## src/rtl/dm_arbiter.sv

```systemverilog
// dm_arbiter: two-port round-robin arbiter in front of a single-ported data memory.
// Each access takes three cycles: IDLE (sample and grant), ACCESS (drive memory),
// DONE (one-cycle ack to the winner).
//
// Ports
//   clk, rst                 clock, synchronous active-high reset
//   a_req/a_we/a_addr/a_wdata  port A (CPU) request fields
//   a_ack, a_rdata           port A completion pulse and read data
//   b_req/b_we/b_addr/b_wdata  port B (DMA/loader) request fields
//   b_ack, b_rdata           port B completion pulse and read data
//   mem_addr/mem_din/mem_we  memory request, driven only during ACCESS
//   mem_dout                 memory read data (combinational on mem_addr)
//   busy                     high whenever not IDLE
//   acc_cnt                  saturating count of completed accesses
module dm_arbiter #(
  parameter int unsigned CNT_W = 16
) (
  input  logic             clk,
  input  logic             rst,
  input  logic             a_req,
  input  logic             a_we,
  input  logic [11:2]      a_addr,
  input  logic [31:0]      a_wdata,
  output logic             a_ack,
  output logic [31:0]      a_rdata,
  input  logic             b_req,
  input  logic             b_we,
  input  logic [11:2]      b_addr,
  input  logic [31:0]      b_wdata,
  output logic             b_ack,
  output logic [31:0]      b_rdata,
  output logic [11:2]      mem_addr,
  output logic [31:0]      mem_din,
  output logic             mem_we,
  input  logic [31:0]      mem_dout,
  output logic             busy,
  output logic [CNT_W-1:0] acc_cnt
);

  localparam logic [1:0] StIdle   = 2'd0;
  localparam logic [1:0] StAccess = 2'd1;
  localparam logic [1:0] StDone   = 2'd2;

  logic [1:0]       state_q, state_d;
  logic             last_q, last_d;   // last winner: 1 = B
  logic             sel_q, sel_d;     // current owner: 1 = B
  logic             we_q, we_d;
  logic [11:2]      addr_q, addr_d;
  logic [31:0]      wdata_q, wdata_d;
  logic [31:0]      a_rdata_q, b_rdata_q;
  logic [CNT_W-1:0] cnt_q;
  logic             grant_b;
  logic             in_access;
  logic             in_done;

  // On a tie the port that did not win last time gets the grant.
  assign grant_b = b_req & (~a_req | ~last_q);

  always_comb begin
    state_d = state_q;
    last_d  = last_q;
    sel_d   = sel_q;
    we_d    = we_q;
    addr_d  = addr_q;
    wdata_d = wdata_q;
    case (state_q)
      StIdle: begin
        if (a_req | b_req) begin
          state_d = StAccess;
          sel_d   = grant_b;
          last_d  = grant_b;
          we_d    = grant_b ? b_we    : a_we;
          addr_d  = grant_b ? b_addr  : a_addr;
          wdata_d = grant_b ? b_wdata : a_wdata;
        end
      end
      StAccess: state_d = StDone;
      StDone:   state_d = StIdle;
      default:  state_d = StIdle;
    endcase
  end

  always_ff @(posedge clk) begin
    if (rst) begin
      state_q   <= StIdle;
      last_q    <= 1'b1;
      sel_q     <= 1'b0;
      we_q      <= 1'b0;
      addr_q    <= '0;
      wdata_q   <= '0;
      a_rdata_q <= '0;
      b_rdata_q <= '0;
      cnt_q     <= '0;
    end else begin
      state_q <= state_d;
      last_q  <= last_d;
      sel_q   <= sel_d;
      we_q    <= we_d;
      addr_q  <= addr_d;
      wdata_q <= wdata_d;
      if (in_access && !we_q) begin
        if (sel_q) b_rdata_q <= mem_dout;
        else       a_rdata_q <= mem_dout;
      end
      if (in_done && (cnt_q != '1)) begin
        cnt_q <= cnt_q + {{(CNT_W-1){1'b0}}, 1'b1};
      end
    end
  end

  assign in_access = (state_q == StAccess);
  assign in_done   = (state_q == StDone);

  // Memory bus is quiet outside ACCESS; a reset edge suppresses the write.
  assign mem_addr = in_access ? addr_q  : '0;
  assign mem_din  = in_access ? wdata_q : '0;
  assign mem_we   = in_access & we_q & ~rst;

  assign a_ack   = in_done & ~sel_q;
  assign b_ack   = in_done &  sel_q;
  assign a_rdata = a_rdata_q;
  assign b_rdata = b_rdata_q;
  assign busy    = (state_q != StIdle);
  assign acc_cnt = cnt_q;

endmodule

```

## config.mk

```make
export PLATFORM = sky130hd
export DESIGN_NAME = dm_arbiter
export DESIGN_NICKNAME = d
export VERILOG_FILES = /design/src/rtl/dm_arbiter.sv
export SDC_FILE = /design/constraint.sdc
export NUM_CORES = 1
export LEC_CHECK = 0
export ABC_AREA = 0
export ABC_CLOCK_PERIOD_IN_PS = 4670
export BUFFER_PORTS_ARGS = -buffer_cell sky130_fd_sc_hd__buf_2
export CAP_MARGIN = 20
export CORE_MARGIN = 8
export CORE_UTILIZATION = 50
export CTS_CLUSTER_DIAMETER = 120
export CTS_CLUSTER_SIZE = 28
export DETAILED_ROUTE_END_ITERATION = 10
export GPL_TIMING_DRIVEN = 0
export PLACE_DENSITY = 0.85
export SYNTH_ARGS = -nofsm -noshare
export SYNTH_HDL_FRONTEND = slang
export SYNTH_SLANG_ARGS = --single-unit
```

## constraint.sdc

```tcl
create_clock -name clk -period 4.67 [get_ports clk]
set_clock_uncertainty 0.05 [all_clocks]
set_input_delay 0.2335 -clock clk [delete_from_list [all_inputs] [get_ports clk]]
set_output_delay 0.2335 -clock clk [all_outputs]
set_load 0.01 [all_outputs]
```

==> load_flow_metrics.sql, run 1 <==
INSERT INTO impl_metrics (metric_group, metric, value, unit) VALUES
('clock_tree', 'numCtsBuffers', '17', ''),
('power_and_ir_drop', 'power_per_cell_area', '367.0', 'mW/mm²'),
('power_and_ir_drop', 'ir_worst_vdd', '0.0002061', 'V'),
('layout', 'syn2layout_area_growth', '43.16', '%'),
('sta', 'whs', '0.02747', 'ns'),
('power_and_ir_drop', 'comb_power_share', '14.0', '%'),
('sta', 'fin_crit_sh', '51.48', '%'),
('detailed_routing', 'drtPass1Iterations', '5', ''),
('detailed_routing', 'detail_route.iter0.violations', '324', ''),
('synthesis', 'synth_area_per_cell', '8.420', 'µm²'),
('synthesis', 'synth.ff_latch_count', '127', ''),
('placement', 'hpwlAfterDp', '13.05', 'mm'),
('min_path', 'hold_class', 'in -> reg', ''),
('layout', 'antenna_cells', '0', ''),
('synthesis', 'synth_top_area_share', '47.26', '%'),
('floorplanning', 'rows', '38', ''),
('power_and_ir_drop', 'power_leakage', '3.529', 'nW'),
('critical_path', 'endpoint_kind', 'primary output', ''),
('global_routing', 'globalRouteTotalUtil', '23.77', '%'),
('power_and_ir_drop', 'seq_power_share', '42.0', '%'),
('synthesis', 'ys_top_cells_by_count', 'nand2_1, dfxtp_1, a21oi_1', ''),
('sta', 'final_setup_violation_count', '0', ''),
('synthesis', 'yosysWarningCount', '0', ''),
('sta', 'grt_setup_unrepaired', 'false', ''),
('synthesis', 'synth-edff-count', '0', ''),
('critical_path', 'ff2ff_path_depth', '5', ''),
('clock_tree', 'clock_sink_count', '127', ''),
('synthesis', 'postSynthCellCount', '639', ''),
('min_path', 'min_delay_path_depth', '3', ''),
('clock_tree', 'cts_root_buffer', 'clkbuf_8', ''),
('floorplanning', 'die_h', '119.7', 'µm'),
('floorplanning', 'floorplan.io_pins', '248', ''),
('detailed_routing', 'route.antenna.remaining_nets', '0', ''),
('synthesis', 'synth_async_sr_flop_share', '0', '%'),
('detailed_routing', 'routed_via_count_divided_by_cell_count', '5.127', ''),
('detailed_routing', 'detailroute.via_count', '5604', ''),
('power_and_ir_drop', 'internal_power', '2.086', 'mW'),
('clock_tree', 'worst_skew_pair.late_latency', '0.50', 'ns'),
('critical_path', 'worstSetupPathType', 'reg -> out', ''),
('sta', 'worstMarginPinSlew', '0.7214', 'ns'),
('power_and_ir_drop', 'p_clk_share', '44.0', '%'),
('detailed_routing', 'wire_per_inst', '16.15', 'µm'),
('outcome', 'outcome', 'finished clean', ''),
('placement', 'port_buffers', '247', ''),
('clock_tree', 'cts-htree-levels', '4', ''),
('floorplanning', 'start_util', '50.52', '%'),
('placement', 'gpl.final_weighted_congestion', '0.8593', ''),
('synthesis', 'synth.most_common_cell', 'nand2_1', ''),
('floorplanning', 'design.core.area', '0.01065', 'mm²'),
('synthesis', 'synth_sequential_area_ratio', '47.26', '%'),
('sta', 'clock.fmax', '416.0', 'MHz'),
('global_routing', 'grt_pass1_wl', '28.06', 'mm'),
('synthesis', 'mappedNetlistNets', '762', ''),
('clock_tree', 'clk_pin_slew_worst_paths', '0.06', 'ns'),
('clock_tree', 'post_cts_buffers', '0', ''),
('sta', 'setup_tns', '0', 'ns'),
('synthesis', 'largest_cells_by_area_after_synthesis', 'dfxtp_1, nand2_1, mux2i_1, a21oi_1, a211oi_1', ''),
('critical_path', 'startpoint_type', 'register', ''),
('critical_path', 'critical_path_required', '4.39', 'ns'),
('synthesis', 'netlist.top_cell.by_area', 'dfxtp_1', ''),
('sta', 'maxSlewViolCount', '0', ''),
('global_routing', 'gr-total-overflow', '0', ''),
('clock_tree', 'clockBufferDepth', '2', ''),
('synthesis', 'synth_cell_types', '46', ''),
('floorplanning', 'design.die.area', '0.01434', 'mm²'),
('synthesis', 'synth_area', '0.005380', 'mm²'),
('detailed_routing', 'drcViolationCount', '0', ''),
('critical_path', 'cp.arrival', '2.12', 'ns'),
('global_routing', 'grt_max_degree', '17', ''),
('detailed_routing', 'wl', '17.66', 'mm'),
('flow_run', 'cap_viol_max_count', '0', '');
stage by stage:
stage	util (%)	cells	instance area, µm²	total power [mW]	worst slack [ns]
4_1_cts	72.32	1093	7702	2.838	2.212
3_3_place_gp	63.77	1026	6792	1.573	2.604
3_5_place_dp	63.77	1026	6792	1.581	2.631
6_report	72.32	1093	7702	2.827	2.266
2_1_floorplan	-	639	5380	1.421	2.782
5_1_grt	72.32	1093	7702	2.938	2.100
metal layers:
| metal | global-route usage [%] | up-vias | routed length, µm | share of wire (%) |
|---|---|---|---|---|
| li1 | - | 2802 | - | - |
| met5 | 0 | - | 0 | 0 |
| met2 | 41.91 | 224 | 8787 | 50 |
| met1 | 25.88 | 2540 | 7078 | 40 |
| met4 | 9.836 | 0 | 490 | 2.8 |
| met3 | 7.515 | 38 | 1300 | 7.4 |
layout by cell type, fill, tap and decap left out, types with 6 or more instances in the layout:
master | Yosys | routed
o21ai_0 | 8 | 8
clkbuf_16 | 0 | 16
dlygate4sd3_1 | 0 | 35
and2_1 | 43 | 43
a21oi_1 | 74 | 74
nand3_1 | 6 | 6
mux2i_1 | 44 | 44
buf_2 | 6 | 253
a211oi_1 | 43 | 43
dfxtp_1 | 127 | 127
nor2_1 | 56 | 56
clkbuf_1 | 35 | 36
or3_1 | 7 | 7
nand2_1 | 134 | 134
critical path: stages, from the launching register on:
cell and delay (ns):
dfxtp_1 0.40, nor2b_1 0.51, clkbuf_1 0.40, and2_1 0.19
buf_2 0.13
cell families after synthesis:
logic type,Yosys count,share of synthesized area (%)
buffers and inverters,50,3.628
AOI/OAI and AO/OA,135,15.51
xor gates and xnor gates,1,0.1628
DFF,127,47.26
and+or+nand+nor,278,24.40
adders and majority gates,1,0.2325
muxes,47,8.814
power groups by stage:
stage          Combinational, mW  Clock (mW)  Sequential (mW)
2_1_floorplan              0.208           0             1.21
3_3_place_gp               0.366           0             1.21
3_5_place_dp               0.370           0             1.21
4_1_cts                    0.395        1.26             1.19
5_1_grt                    0.437        1.31             1.20
6_report                   0.396        1.24             1.19
flip-flops by register name, summed over array words and instances, names as in the netlist:
register and cells:
wdata_q 32, a_rdata 32, state_q 2, we_q 1
b_rdata 32, last_q 1, sel_q 1, acc_cnt 16
addr_q 10
final timing paths:
check	startpoint	end	slack, ns
worst max-delay path	state_q[0]	mem_addr[4]	2.27
worst min-delay path	a_addr[7]	addr_q[7]	0.03
worst max register to register	state_q[1]	b_rdata[14]	2.64
worst min register to register	a_rdata[0]	a_rdata[0]	0.40
area by class of cell:
| cell class | count | area [µm²] |
|---|---|---|
| clock buffers | 18 | 417.9 |
| flip-flops and latches | 127 | 2542 |
| fillers | 857 | 2948 |
| repair buffers | 282 | 1587 |
| inverters | 4 | 15.01 |
| well taps | 140 | 175.2 |
| plain buffers | 46 | 180.2 |
| clock inverters | 14 | 142.6 |
| multi-input cells | 462 | 2643 |
what timing repair did:
item | in CTS | in global routing
endpoints found under the setup margin | 0 | 0
hold buffers | 35 | 0
endpoints found under the hold margin | 67 | 0
Power figures use the tool's default switching activity.
==> run 2: changes to the inputs <==
==> config.mk (replaced) <==
export PLATFORM = sky130hd
export DESIGN_NAME = dm_arbiter
export DESIGN_NICKNAME = d
export VERILOG_FILES = /design/src/rtl/dm_arbiter.sv
export SDC_FILE = /design/constraint.sdc
export NUM_CORES = 1
export LEC_CHECK = 0
export ABC_AREA = 1
export ABC_CLOCK_PERIOD_IN_PS = 2500
export BUFFER_PORTS_ARGS = -buffer_cell sky130_fd_sc_hd__buf_2
export CAP_MARGIN = 20
export CORE_MARGIN = 8
export CORE_UTILIZATION = 47
export CTS_CLUSTER_DIAMETER = 120
export CTS_CLUSTER_SIZE = 28
export DETAILED_ROUTE_END_ITERATION = 10
export GPL_TIMING_DRIVEN = 0
export PLACE_DENSITY = 0.8
export SYNTH_ARGS = -nofsm -noshare
export SYNTH_HDL_FRONTEND = slang
export SYNTH_SLANG_ARGS = --single-unit
==> constraint.sdc (replaced) <==
create_clock -name clk -period 2.5 [get_ports clk]
set_clock_uncertainty 0.05 [all_clocks]
set_input_delay 0.125 -clock clk [delete_from_list [all_inputs] [get_ports clk]]
set_output_delay 0.125 -clock clk [all_outputs]
set_load 0.01 [all_outputs]
==> load_flow_metrics.sql, run 2 <==
INSERT INTO impl_metrics (metric_group, metric, value, unit) VALUES
('clock_tree', 'cts-htree-levels', '4', ''),
('global_routing', 'grt_pass1_wl', '35.51', 'mm'),
('power_and_ir_drop', 'power_per_cell_area', '691.6', 'mW/mm²'),
('placement', 'port_buffers', '247', ''),
('placement', 'hpwlAfterDp', '14.00', 'mm'),
('sta', 'clock.fmax', '458.2', 'MHz'),
('power_and_ir_drop', 'internal_power', '4.448', 'mW'),
('critical_path', 'cp.arrival', '2.44', 'ns'),
('clock_tree', 'cts_resized', '0', ''),
('layout', 'finalNonFillerCells', '1319', ''),
('min_path', 'hold_class', 'in -> reg', ''),
('detailed_routing', 'drcViolationCount', '0', ''),
('synthesis', 'yosysWarningCount', '0', ''),
('synthesis', 'mappedNetlistNets', '900', ''),
('outcome', 'outcome', 'finished clean', ''),
('synthesis', 'synth.most_common_cell', 'nor2_1', ''),
('synthesis', 'postSynthCellCount', '777', ''),
('detailed_routing', 'routed_via_count_divided_by_cell_count', '5.334', ''),
('global_routing', 'first_global_vias', '7194', ''),
('placement', 'worst_slack_at_placement', '0.8491', 'ns'),
('placement', 'gpl.final_weighted_congestion', '0.8885', ''),
('sta', 'fin_crit_sh', '87.30', '%'),
('power_and_ir_drop', 'switching_share_of_total_power', '26.03', '%'),
('critical_path', 'worst_path_max_delay_cell', 'dlygate4sd3_1', ''),
('power_and_ir_drop', 'comb_power_share', '17.7', '%'),
('placement', 'placed_cells', '1167', ''),
('global_routing', 'gr-total-overflow', '0', ''),
('synthesis', 'synth_area_per_cell', '7.011', 'µm²'),
('detailed_routing', 'wire_per_inst', '17.25', 'µm'),
('global_routing', 'antenna_violations_before_repair', '0', ''),
('clock_tree', 'post_cts_buffers', '0', ''),
('sta', 'worstMarginPinSlew', '0.5653', 'ns'),
('clock_tree', 'clock_sink_count', '127', ''),
('synthesis', 'synth-main-ff-cell', 'dfxtp_1', ''),
('layout', 'layout.filler_cells', '761', ''),
('power_and_ir_drop', 'netSwitchingPower', '1.565', 'mW'),
('sta', 'layout_min_cycle_time', '2.183', 'ns'),
('power_and_ir_drop', 'power_leakage', '4.234', 'nW'),
('critical_path', 'worst-path-max-fanout', '10', ''),
('detailed_routing', 'wl', '22.75', 'mm'),
('critical_path', 'path_cells', 'inv_2 -> nand2_1 -> nor2_2 -> buf_2 -> buf_2 -> a31oi_1 -> dlygate4sd3_1', ''),
('detailed_routing', 'route.antenna.remaining_nets', '0', ''),
('layout', 'final_common_cell', 'buf_2', ''),
('flow_run', 'cap_viol_max_count', '0', ''),
('clock_tree', 'cts_tree', 'built', ''),
('detailed_routing', 'detail_route.iter0.violations', '606', ''),
('synthesis', 'largest_cells_by_area_after_synthesis', 'dfxtp_1, nor2_1, o21ai_0, nand2_1, a31oi_1', ''),
('floorplanning', 'rows', '39', ''),
('critical_path', 'critPathTopFamily', 'buffers and inverters', ''),
('floorplanning', 'design.core.area', '0.01137', 'mm²'),
('clock_tree', 'cts_root_buffer', 'clkbuf_16', ''),
('layout', 'layout-drive-gt1-share', '28.53', '%'),
('power_and_ir_drop', 'p_clk_share', '44.5', '%'),
('critical_path', 'endpoint_kind', 'register', ''),
('critical_path', 'critical_path_required', '2.75', 'ns'),
('critical_path', 'reg2reg_slack', '0.32', 'ns'),
('floorplanning', 'design.die.area', '0.01529', 'mm²'),
('clock_tree', 'clockBufferDepth', '2', ''),
('detailed_routing', 'drtPass1Iterations', '5', ''),
('power_and_ir_drop', 'seq_power_share', '37.8', '%'),
('clock_tree', 'worst_skew_pair.late_latency', '0.42', 'ns'),
('synthesis', 'ys_top_cells_by_count', 'nor2_1, dfxtp_1, nand2_1', ''),
('power_and_ir_drop', 'ir_worst_vdd', '0.0006664', 'V'),
('synthesis', 'netlist.top_cell.by_area', 'dfxtp_1', ''),
('sta', 'final_hold_viols', '0', ''),
('synthesis', 'synth_cell_types', '29', ''),
('sta', 'maxSlewViolCount', '0', ''),
('critical_path', 'worstSetupPathType', 'reg -> reg', ''),
('synthesis', 'synth_area', '0.005448', 'mm²'),
('detailed_routing', 'detailroute.via_count', '7036', ''),
('floorplanning', 'floorplan.io_pins', '248', ''),
('sta', 'post-route-worst-setup-slack', '0.3175', 'ns'),
('synthesis', 'synth.ff_latch_count', '127', ''),
('floorplanning', 'chipWidth', '123.7', 'µm'),
('synthesis', 'synth-edff-count', '0', ''),
('layout', 'layout.cells.most_common_list', 'buf_2, nor2_1, dfxtp_1', ''),
('sta', 'setup_tns', '0', 'ns'),
('synthesis', 'synth_top_area_share', '46.67', '%'),
('layout', 'final_net_count', '1285', ''),
('critical_path', 'critical_path.n_buffers_inverters', '4', ''),
('critical_path', 'crit_top_cell', 'buf_2', ''),
('critical_path', 'startpoint_type', 'register', ''),
('floorplanning', 'start_util', '47.91', '%'),
('synthesis', 'synth_async_sr_flop_share', '0', '%'),
('critical_path', 'slowest_stage_delay_cp', '0.59', 'ns'),
('sta', 'grt_setup_unrepaired', 'false', ''),
('synthesis', 'synth_sequential_area_ratio', '46.67', '%'),
('global_routing', 'grt_max_degree', '17', ''),
('layout', 'syn2layout_area_growth', '59.60', '%'),
('sta', 'worst_slew_margin_rel', '62.31', '%'),
('floorplanning', 'die_h', '123.7', 'µm'),
('global_routing', 'globalRouteTotalUtil', '29.47', '%'),
('sta', 'final_setup_violation_count', '0', ''),
('clock_tree', 'clk_pin_slew_worst_paths', '0.06', 'ns'),
('clock_tree', 'numCtsBuffers', '17', '');
## run 2: cell count changes after synthesis, moves of 13 or more
| cell | previous run | this run |
|---|---|---|
| a21oi_1 | 74 | 12 |
| a31oi_1 | 0 | 43 |
| mux2i_1 | 44 | 0 |
| and2_1 | 43 | 0 |
| o21ai_0 | 8 | 99 |
| buf_2 | 6 | 25 |
| nor2_1 | 56 | 210 |
| clkbuf_1 | 35 | 15 |
| inv_1 | 4 | 55 |
| a211oi_1 | 43 | 0 |
| nand2_1 | 134 | 121 |
## run 2: worst min-delay path, cell delays in order
cell and delay [ns]:
buf_2 0.11, nor2_1 0.11, nor2_2 0.10, buf_2 0.18, inv_1 0.10, nor2_1 0.05
## run 2: power groups by stage
| stage | combinational [mW] | sequential [mW] | clock, mW |
|---|---|---|---|
| 5_1_grt | 1.16 | 2.29 | 2.78 |
| 3_3_place_gp | 0.781 | 2.29 | 0 |
| 2_1_floorplan | 0.427 | 2.32 | 0 |
| 4_1_cts | 0.999 | 2.26 | 2.68 |
| 3_5_place_dp | 0.790 | 2.30 | 0 |
| 6_report | 1.07 | 2.27 | 2.67 |
## run 2: path summary, 6_finish.rpt
check / start / end / depth (start not counted)
worst max-delay path: state_q[0] / wdata_q[24] / 7
worst min register to register: a_rdata[23] / a_rdata[23] / 2
worst max register to register: state_q[0] / wdata_q[24] / 7
worst min-delay path: b_req / state_q[0] / 6
## run 2: per-layer routing
layer | wire, µm | vias to the layer above | GRT usage (%)
met3 | 2811 | 114 | 10.29
met4 | 1221 | 0 | 18.36
met1 | 7942 | 3159 | 30.02
li1 | - | 3257 | -
met5 | 0 | - | 0.6579
met2 | 10780 | 506 | 50.92
## run 2: final cells by class
type | instances | area [µm²] | area share [%]
antenna | 2 | 5.005 | 0.05756
clock inverter | 11 | 188.9 | 2.173
timing repair buffer | 366 | 2427 | 27.92
clock buffer | 20 | 446.7 | 5.137
multi-input combinational | 540 | 2446 | 28.13
buffer | 47 | 222.7 | 2.562
inverter | 63 | 236.5 | 2.720
tap | 143 | 178.9 | 2.058
sequential | 127 | 2542 | 29.24
## run 2: timing repair
item,4_1_cts,5_1_grt
hold endpoints to repair,111,0
hold buffers,119,0
endpoints found under the setup margin,0,0
## run 2: cell families (layout without fill, tap and decap cells)
logic type	after synthesis	in the layout	synth area share (%)
compound gates	166	166	16.31
xor+xnor	1	1	0.1608
buf+inv	110	507	8.429
fa+ha+maj	1	1	0.2296
flops	127	127	46.67
simple gates	372	372	28.20
other cells	0	2	0
## run 2: metrics by stage
step	hold slack, ns	area (µm²)	power [mW]	utilization, %
6_report	0.3701	8695	6.013	76.47
5_1_grt	0.4395	8690	6.228	76.43
4_1_cts	0.3316	8690	5.934	76.43
3_5_place_dp	0.3327	6863	3.088	60.36
3_3_place_gp	0.3261	6863	3.071	60.36
2_1_floorplan	0.1441	5448	2.746	-
